`src/rtl/ssd_source_scheduler.sv`:
```
// rtl/ssd_source_scheduler.sv - round-robin stat source selector with iterative binary-to-BCD conversion
module ssd_source_scheduler #(
    parameter int DWELL_CYCLES = 100_000_000
) (
    input  logic        clk,
    input  logic        rst_n,
    input  logic [15:0] generation,
    input  logic [15:0] births,
    input  logic [15:0] deaths,
    input  logic [2:0]  src_enable,
    input  logic        hold,
    input  logic        next_req,
    output logic [15:0] bcd_digits,
    output logic [1:0]  src_sel,
    output logic        digits_valid,
    output logic        digits_stb,
    output logic        overflow
);

    localparam int CW = (DWELL_CYCLES > 1) ? $clog2(DWELL_CYCLES) : 1;
    localparam logic [CW-1:0] DWELL_MAX = CW'(DWELL_CYCLES - 1);

    localparam logic [1:0] ST_LATCH   = 2'd0;
    localparam logic [1:0] ST_CONVERT = 2'd1;
    localparam logic [1:0] ST_PUBLISH = 2'd2;
    localparam logic [1:0] ST_DECIDE  = 2'd3;

    logic [1:0]    state_q, state_d;
    logic [3:0]    step_q, step_d;
    logic [13:0]   bin_q, bin_d;
    logic [15:0]   bcd_q, bcd_d;
    logic          ovf_pend_q, ovf_pend_d;
    logic [15:0]   bcd_digits_q, bcd_digits_d;
    logic          overflow_q, overflow_d;
    logic          stb_q, stb_d;
    logic          valid_q, valid_d;
    logic [1:0]    src_sel_q, src_sel_d;
    logic          next_pend_q, next_pend_d;
    logic [CW-1:0] dwell_q, dwell_d;

    logic [15:0]   raw_val;
    logic [13:0]   clamped;
    logic [15:0]   bcd_adj;
    logic          en_cur;
    logic [1:0]    cand1, cand2, next_idx;
    logic          dwell_done;
    logic          adv;

    always_comb begin
        case (src_sel_q)
            2'd0:    raw_val = generation;
            2'd1:    raw_val = births;
            default: raw_val = deaths;
        endcase
        clamped = (raw_val > 16'd9999) ? 14'd9999 : raw_val[13:0];

        for (int i = 0; i < 4; i++) begin
            bcd_adj[i*4 +: 4] = (bcd_q[i*4 +: 4] >= 4'd5) ? bcd_q[i*4 +: 4] + 4'd3 : bcd_q[i*4 +: 4];
        end

        case (src_sel_q)
            2'd0:    en_cur = src_enable[0];
            2'd1:    en_cur = src_enable[1];
            default: en_cur = src_enable[2];
        endcase

        // Search the two other positions in rotation order; fall back to staying put.
        cand1 = (src_sel_q == 2'd2) ? 2'd0 : src_sel_q + 2'd1;
        cand2 = (cand1 == 2'd2) ? 2'd0 : cand1 + 2'd1;
        if (src_enable[cand1])
            next_idx = cand1;
        else if (src_enable[cand2])
            next_idx = cand2;
        else
            next_idx = src_sel_q;

        dwell_done = (dwell_q == DWELL_MAX);
        adv = next_pend_q | (dwell_done & ~hold) | (~en_cur & (|src_enable));
    end

    always_comb begin
        state_d      = state_q;
        step_d       = step_q;
        bin_d        = bin_q;
        bcd_d        = bcd_q;
        ovf_pend_d   = ovf_pend_q;
        bcd_digits_d = bcd_digits_q;
        overflow_d   = overflow_q;
        stb_d        = 1'b0;
        valid_d      = valid_q;
        src_sel_d    = src_sel_q;
        next_pend_d  = next_pend_q | next_req;
        dwell_d      = dwell_done ? dwell_q : dwell_q + 1'b1;

        case (state_q)
            ST_LATCH: begin
                bin_d      = clamped;
                bcd_d      = 16'h0000;
                ovf_pend_d = (raw_val > 16'd9999);
                step_d     = 4'd0;
                state_d    = ST_CONVERT;
            end
            ST_CONVERT: begin
                bcd_d  = {bcd_adj[14:0], bin_q[13]};
                bin_d  = {bin_q[12:0], 1'b0};
                step_d = step_q + 4'd1;
                if (step_q == 4'd13)
                    state_d = ST_PUBLISH;
            end
            ST_PUBLISH: begin
                bcd_digits_d = bcd_q;
                overflow_d   = ovf_pend_q;
                stb_d        = 1'b1;
                valid_d      = 1'b1;
                state_d      = ST_DECIDE;
            end
            default: begin
                // A request arriving in this very cycle survives into the next iteration.
                if (adv) begin
                    next_pend_d = next_req;
                    if (|src_enable) begin
                        src_sel_d = next_idx;
                        dwell_d   = '0;
                    end
                end
                state_d = ST_LATCH;
            end
        endcase
    end

    always_ff @(posedge clk or negedge rst_n) begin
        if (!rst_n) begin
            state_q      <= ST_LATCH;
            step_q       <= 4'd0;
            bin_q        <= 14'd0;
            bcd_q        <= 16'h0000;
            ovf_pend_q   <= 1'b0;
            bcd_digits_q <= 16'h0000;
            overflow_q   <= 1'b0;
            stb_q        <= 1'b0;
            valid_q      <= 1'b0;
            src_sel_q    <= 2'd0;
            next_pend_q  <= 1'b0;
            dwell_q      <= '0;
        end else begin
            state_q      <= state_d;
            step_q       <= step_d;
            bin_q        <= bin_d;
            bcd_q        <= bcd_d;
            ovf_pend_q   <= ovf_pend_d;
            bcd_digits_q <= bcd_digits_d;
            overflow_q   <= overflow_d;
            stb_q        <= stb_d;
            valid_q      <= valid_d;
            src_sel_q    <= src_sel_d;
            next_pend_q  <= next_pend_d;
            dwell_q      <= dwell_d;
        end
    end

    assign bcd_digits   = bcd_digits_q;
    assign overflow     = overflow_q;
    assign digits_stb   = stb_q;
    assign digits_valid = valid_q;
    assign src_sel      = src_sel_q;

endmodule

```
`config.mk`:
```
export PLATFORM = sky130hd
export DESIGN_NAME = ssd_source_scheduler
export DESIGN_NICKNAME = d
export VERILOG_FILES = /design/src/rtl/ssd_source_scheduler.sv
export SDC_FILE = /design/constraint.sdc
export NUM_CORES = 1
export LEC_CHECK = 0
export ABC_AREA = 1
export BUFFER_PORTS_ARGS = -buffer_cell sky130_fd_sc_hd__buf_2
export CORE_MARGIN = 2
export CORE_UTILIZATION = 58
export DETAILED_ROUTE_END_ITERATION = 8
export PLACE_DENSITY = 0.81
export RECOVER_POWER = 50
export SLEW_MARGIN = 0
export SYNTH_ARGS = -nofsm -noshare
export SYNTH_HDL_FRONTEND = slang
export SYNTH_SLANG_ARGS = --single-unit
export TNS_END_PERCENT = 10
```
`constraint.sdc`:
```
create_clock -name clk -period 2.02 [get_ports clk]
set_input_delay 0.101 -clock clk [delete_from_list [all_inputs] [get_ports clk]]
set_output_delay 0.101 -clock clk [all_outputs]
set_load 0.02 [all_outputs]
```
==> results_dict.tcl, run 1 <==
set metrics [dict create \
    grt_pass1_vias 4550 \
    antenna_found_initial 0 \
    period_minus_slack_ns 1.815 \
    worst_hold_startpoint "births[0]" \
    grt_max_degree 41 \
    fill_cells 755 \
    slowest_stage "dfrtp_1" \
    yosysTopAreaCellShare_pct 42.31 \
    cts_tree "built" \
    insertion_delay_ns 0.36 \
    clock_sinks 86 \
    grt_util_all_layers_pct 26.14 \
    drc 0 \
    vias 4663 \
    dp_hpwl_um 8930 \
    rr_startpoint "dwell_q[21]$_DFF_PN0_" \
    clk_pin_slew_ns 0.10 \
    post_cts.repair.setup_buffers 0 \
    crit_arrival_ns 2.04 \
    cts_buffer_depth 2 \
    worstSetupEndpointType "flop" \
    worstSetupPathType "flop to flop" \
    diodes 0 \
    p_leak_nw 2.875 \
    syn_to_final_growth_pct 14.88 \
    synth_area_per_cell_um2 7.580 \
    drt-initial-drc-count 251 \
    synthArstFlopShare_pct 100.0 \
    drive_gt1_share_pct 17.43 \
    required_ns 2.24 \
    die_y_um 97.65 \
    worstMarginPinSlew_ns 1.370 \
    synth_area_leaders "dfrtp_1 (42%), nand2_1 (13%), nor2_1 (6.1%), inv_1 (5.8%), o21ai_0 (4.9%)" \
    port_buffers 75 \
    place_area_um2 5627 \
    vdd_ir_drop_max_mv 0.4963 \
    setup-tns-final_ns 0 \
    setup_viol 0 \
    power_density_nw_per_um2 957.3 \
    netlist_area_um2 5086 \
    slowest_delay_ns 0.42 \
    synth_cell_types 41 \
    grt_overflow 0 \
    synthesis.nets 741 \
    drv_slew 0 \
    setup_ws_ns 0.2046 \
    fin_nets 828 \
    status "finished, final reports clean" \
    yosys.area.top_type "dfrtp_1" \
    dieArea_um2 9535 \
    synthTopCellsByCount "nand2_1 (176), dfrtp_1 (86), nor2_1 (83)" \
    gp_congestion 0.9416 \
    ys_seq_elements 86 \
    ctsHtreeMaxLevel 3 \
    max_cap_viol_count 0 \
    slew_headroom_pct 8.693 \
    cts_made_buffers 9 \
    crit_start "dwell_q[21]$_DFF_PN0_" \
    hold_class "primary input to flop" \
    fin_skew_ns 0.01518 \
    start_kind "flop" \
    synth_edf_count 0 \
    synth.most_common_cell "nand2_1" \
    cts_root_buf "clkbuf_8" \
    max_freq_mhz 550.8 \
    ant_nets 0 \
    dp_slack_ns 0.1446 \
    ys.warnings.count 0 \
    grt_pass1_wl_um 20510 \
    die_w_um 97.65 \
    timing.final.crit_share_pct 89.87 \
    initial_core_util_pct 59.19 \
    core.rowCount 34 \
    finalWirelength_um 11950 \
    dr.pass1.iters 5 \
    ioPinCount 76 \
    crit_chain "nand2_1 -> nor2_1 -> nand2_1 -> nor2_1 -> nand4_1 -> nand2_4 -> buf_4 -> a22oi_1" \
    finalHoldViolCount 0 \
    cp_max_fo 13 \
    ys.flop_type "dfrtp_1" \
    rsz0062_at_grt "no" \
    syn_inst 671 \
    viasPerCell 5.354 \
    yosysSeqAreaShare_pct 42.31 \
    core_area_um2 8593 \
    design_area_um2 5843 \
    wl_per_cell_um 13.72 \
]
==> worst paths after layout <==
check | slack (ns) | cells past startpoint | endpoint
min reg2reg | 0.49 | 1 | digits_valid$_DFFE_PN0P_
min in group asynchronous | 0.57 | 2 | dwell_q[24]$_DFF_PN0_
max reg2reg | 0.20 | 8 | dwell_q[4]$_DFF_PN0_
min | 0.1 | 5 | bin_q[0]$_DFFE_PN0P_
max | 0.20 | 8 | dwell_q[4]$_DFF_PN0_
max in group asynchronous | 0.45 | 3 | bcd_digits[14]$_DFFE_PN0P_
==> cell families after synthesis <==
group	Yosys count	synth area share (%)
adders and majority gates	15	3.690
buffers and inverters	100	8.241
AOI/OAI and AO/OA	118	14.34
xor gates and xnor gates	15	2.583
DFF	86	42.31
and+or+nand+nor	337	28.83
==> area by class of cell <==
type	instances	area [um^2]	share of cell area [%]
Clock buffer	9	123.9	2.120
Clock inverter	7	85.08	1.456
Inverter	83	314.1	5.375
Multi-Input combinational cell	485	2515	43.04
Sequential cell	86	2153	36.85
Tap cell	108	135.1	2.313
Timing Repair Buffer	93	516.7	8.844
==> critical path, delay by kind of cell, from the launching register on <==
family	cells	cell delay, ns
AOI/OAI and AO/OA	1	0.10
and+or+nand+nor	6	0.95
buffers and inverters	1	0.22
DFF	1	0.42
==> repair_timing <==
action,4_1_cts,5_1_grt
endpoints found under the hold margin,63,0
resized for setup,0,1
setup endpoints to repair,0,7
hold buffers,2,0
==> per-stage QoR <==
step	util (%)	total power [mW]	hold slack [ns]	instances
4_1_cts	68.14	5.623	0.09103	871
2_1_floorplan	-	3.807	-0.1946	671
6_report	68.00	5.594	0.09790	871
3_3_place_gp	65.48	4.242	0.02351	853
3_5_place_dp	65.48	4.328	0.02916	853
5_1_grt	68.00	5.971	0.1225	871
==> cells in the final DEF, fill, tap and decap left out, types with 14 or more instances in the layout <==
master / count
nand2_1: 176
dfrtp_1: 85
nor2_1: 83
inv_1: 78
buf_2: 66
o21ai_0: 50
nand3_1: 40
a22oi_1: 17
ha_1: 15
buf_4: 15
a21oi_1: 14
==> sequential cells by signal, indices dropped and copies added, names as in the netlist, 2 cells and up <==
register / count
bcd_digits: 16
bcd_q: 16
bin_q: 14
dwell_q: 27
src_sel: 2
state_q: 2
step_q: 4
==> power breakdown <==
part	internal [mW]	total, mW	switching [mW]
combinational	0.702	1.96	1.26
sequential	2.06	2.34	0.277
clock	0.598	1.30	0.699
total	3.36	5.59	2.24
==> metal layers <==
layer / up-vias / share of wire [%] / global-route usage (%)
li1: 2352 / - / -
met1: 2106 / 45 / 35.44
met3: 20 / 6.4 / 3.525
met4: 0 / 2.1 / 10.15
met2: 185 / 46 / 42.81
met5: - / 0 / 0
Power figures use the tool's default switching activity.
==> run 2: changes to the inputs <==
Settings changed: CORE_UTILIZATION 58 to 33, PLACE_DENSITY 0.81 to not set.
==> run 2 against run 1 <==
  * Final cell count grew 9.4%
  * Via count shrank 2.9%
  * Sequential cell count is the same
  * Sequential share of layout area shrank 1.3 points
  * Non-clock buffer count grew 3
  * Clock power grew 36%
  * First-iteration DRC count grew 26%
  * Critical path type unchanged
  * Critical endpoint is now bin_q[6]$_DFFE_PN0P_
==> results_dict.tcl, run 2 (synthesis results as in run 1) <==
set metrics [dict create \
    layout_commonest_cell "nand2_1" \
    reg2reg_slack_ns 0.21 \
    drt-initial-drc-count 317 \
    cts_tree "built" \
    dp_hpwl_um 9140 \
    ctsHtreeMaxLevel 3 \
    cp_max_fo 13 \
    p_leak_nw 2.925 \
    grt_util_all_layers_pct 15.87 \
    clk_pin_slew_ns 0.06 \
    final_cell_mix "nand2_1 (176), dfrtp_1 (86), nor2_1 (83), inv_1 (78), buf_2 (65)" \
    hold_depth 5 \
    worstSetupPathType "flop to flop" \
    core_area_um2 15150 \
    wl_per_cell_um 12.62 \
    setup-tns-final_ns 0 \
    finalWirelength_um 12020 \
    clock_sinks 86 \
    insertion_delay_ns 0.35 \
    power_density_nw_per_um2 995.4 \
    cts_root_buf "clkbuf_16" \
    drv_slew 0 \
    cts_resized 0 \
    top_register "dwell_q" \
    antenna_found_initial 0 \
    syn_to_final_growth_pct 18.94 \
    period_minus_slack_ns 1.810 \
    diodes 0 \
    finalHoldViolCount 0 \
    dr.pass1.iters 4 \
    timing.final.crit_share_pct 89.59 \
    grt_pass1_wl_um 20860 \
    grt_max_degree 40 \
    cts_made_buffers 9 \
    dieArea_um2 16420 \
    grt_pass1_vias 4332 \
    core.rowCount 45 \
    max_freq_mhz 552.5 \
    rr_startpoint "src_sel[1]$_DFFE_PN0P_" \
    crit_start "src_sel[1]$_DFFE_PN0P_" \
    largest_reg_flops 27 \
    rr_worst_depth 9 \
    required_ns 2.25 \
    initial_core_util_pct 33.58 \
    post_cts.repair.setup_buffers 0 \
    cts_buffer_depth 2 \
    slew_headroom_pct 36.40 \
    viasPerCell 4.750 \
    gp_congestion 0.9180 \
    crit_arrival_ns 2.04 \
    ioPinCount 76 \
    hold_class "primary input to flop" \
    grt_overflow 0 \
    max_cap_viol_count 0 \
    ctsHoldBuffers 2 \
    vdd_ir_drop_max_mv 0.4936 \
    ant_nets 0 \
    hold_slack_ns 0.1170 \
    vias 4527 \
    start_kind "flop" \
    worstSetupEndpointType "flop" \
    die_y_um 128.1 \
    setup_viol 0 \
    status "finished, final reports clean" \
    drive_gt1_share_pct 17.25 \
    drc 0 \
    timing.rr.end "bin_q[6]$_DFFE_PN0P_" \
    port_buffers 75 \
    fin_nets 831 \
    worstMarginPinSlew_ns 0.9540 \
    whs_endpoint "bin_q[0]$_DFFE_PN0P_" \
    worst_hold_startpoint "births[0]" \
    fin_skew_ns 0.006821 \
    rsz0062_at_grt "no" \
    die_w_um 128.1 \
]
-- run 2: cell count changes in the layout (fill, tap and decap cells not counted), sizes merged --
cell    previous run  this run
bufinv             1         2
clkbuf            18        22
inv               85        82
-- run 2: where the power goes --
part | internal, mW | total (mW) | switching [mW]
clock network | 1.08 | 1.77 | 0.685
logic | 0.687 | 1.92 | 1.24
registers | 2.06 | 2.33 | 0.271
-- run 2: worst max path at each step --
stage | endpoint | slack, ns | cells after the start
4_1_cts | bin_q[6]$_DFFE_PN0P_ | 0.20 | 9
6_report | bin_q[6]$_DFFE_PN0P_ | 0.21 | 9
5_1_grt | dwell_q[20]$_DFF_PN0_ | 0.03 | 9
2_1_floorplan | bin_q[11]$_DFFE_PN0P_ | 0.38 | 10
3_5_place_dp | bin_q[6]$_DFFE_PN0P_ | 0.21 | 9
3_3_place_gp | dwell_q[20]$_DFF_PN0_ | 0.26 | 9
-- run 2: critical path, stage by stage, from the launching register on --
cell and delay, ns:
dfrtp_1 0.52, inv_4 0.15, nand2_4 0.16, nor2_1 0.07, nor2_2 0.20, nand2_1 0.09
nor2_2 0.15, nand3_4 0.14, nand2_4 0.14, o21ai_2 0.06
-- run 2: metrics by stage --
step                power (mW)  util [%]  worst slack, ns  cell area (um^2)  cells
detailed placement       4.306     37.96           0.2147              5749    936
floorplan                3.807         -           0.3816              5086    671
CTS                      6.128     40.16           0.1955              6082    953
global placement         4.295     37.96           0.2572              5749    936
global route             6.480     39.94          0.02511              6050    953
finish                   6.022     39.94           0.2102              6050    953
-- run 2: final cells by class --
cell class	instances	area (um^2)
fill	1561	9096
multi-input combinational	485	2515
inverter	83	314.1
tap	188	235.2
sequential	86	2152
timing repair buffer	96	520.5
clock inverter	5	83.83
clock buffer	10	229.0
-- run 2: layer usage --
metal | wire [um] | part of all wire, % | GRT usage (%) | vias up
li1 | - | - | - | 2362
met1 | 6231 | 52 | 22.53 | 2044
met2 | 5115 | 43 | 23.78 | 109
met3 | 513 | 4.3 | 3.840 | 12
met4 | 163 | 1.4 | 5.107 | 0
met5 | 0 | 0 | 0 | -
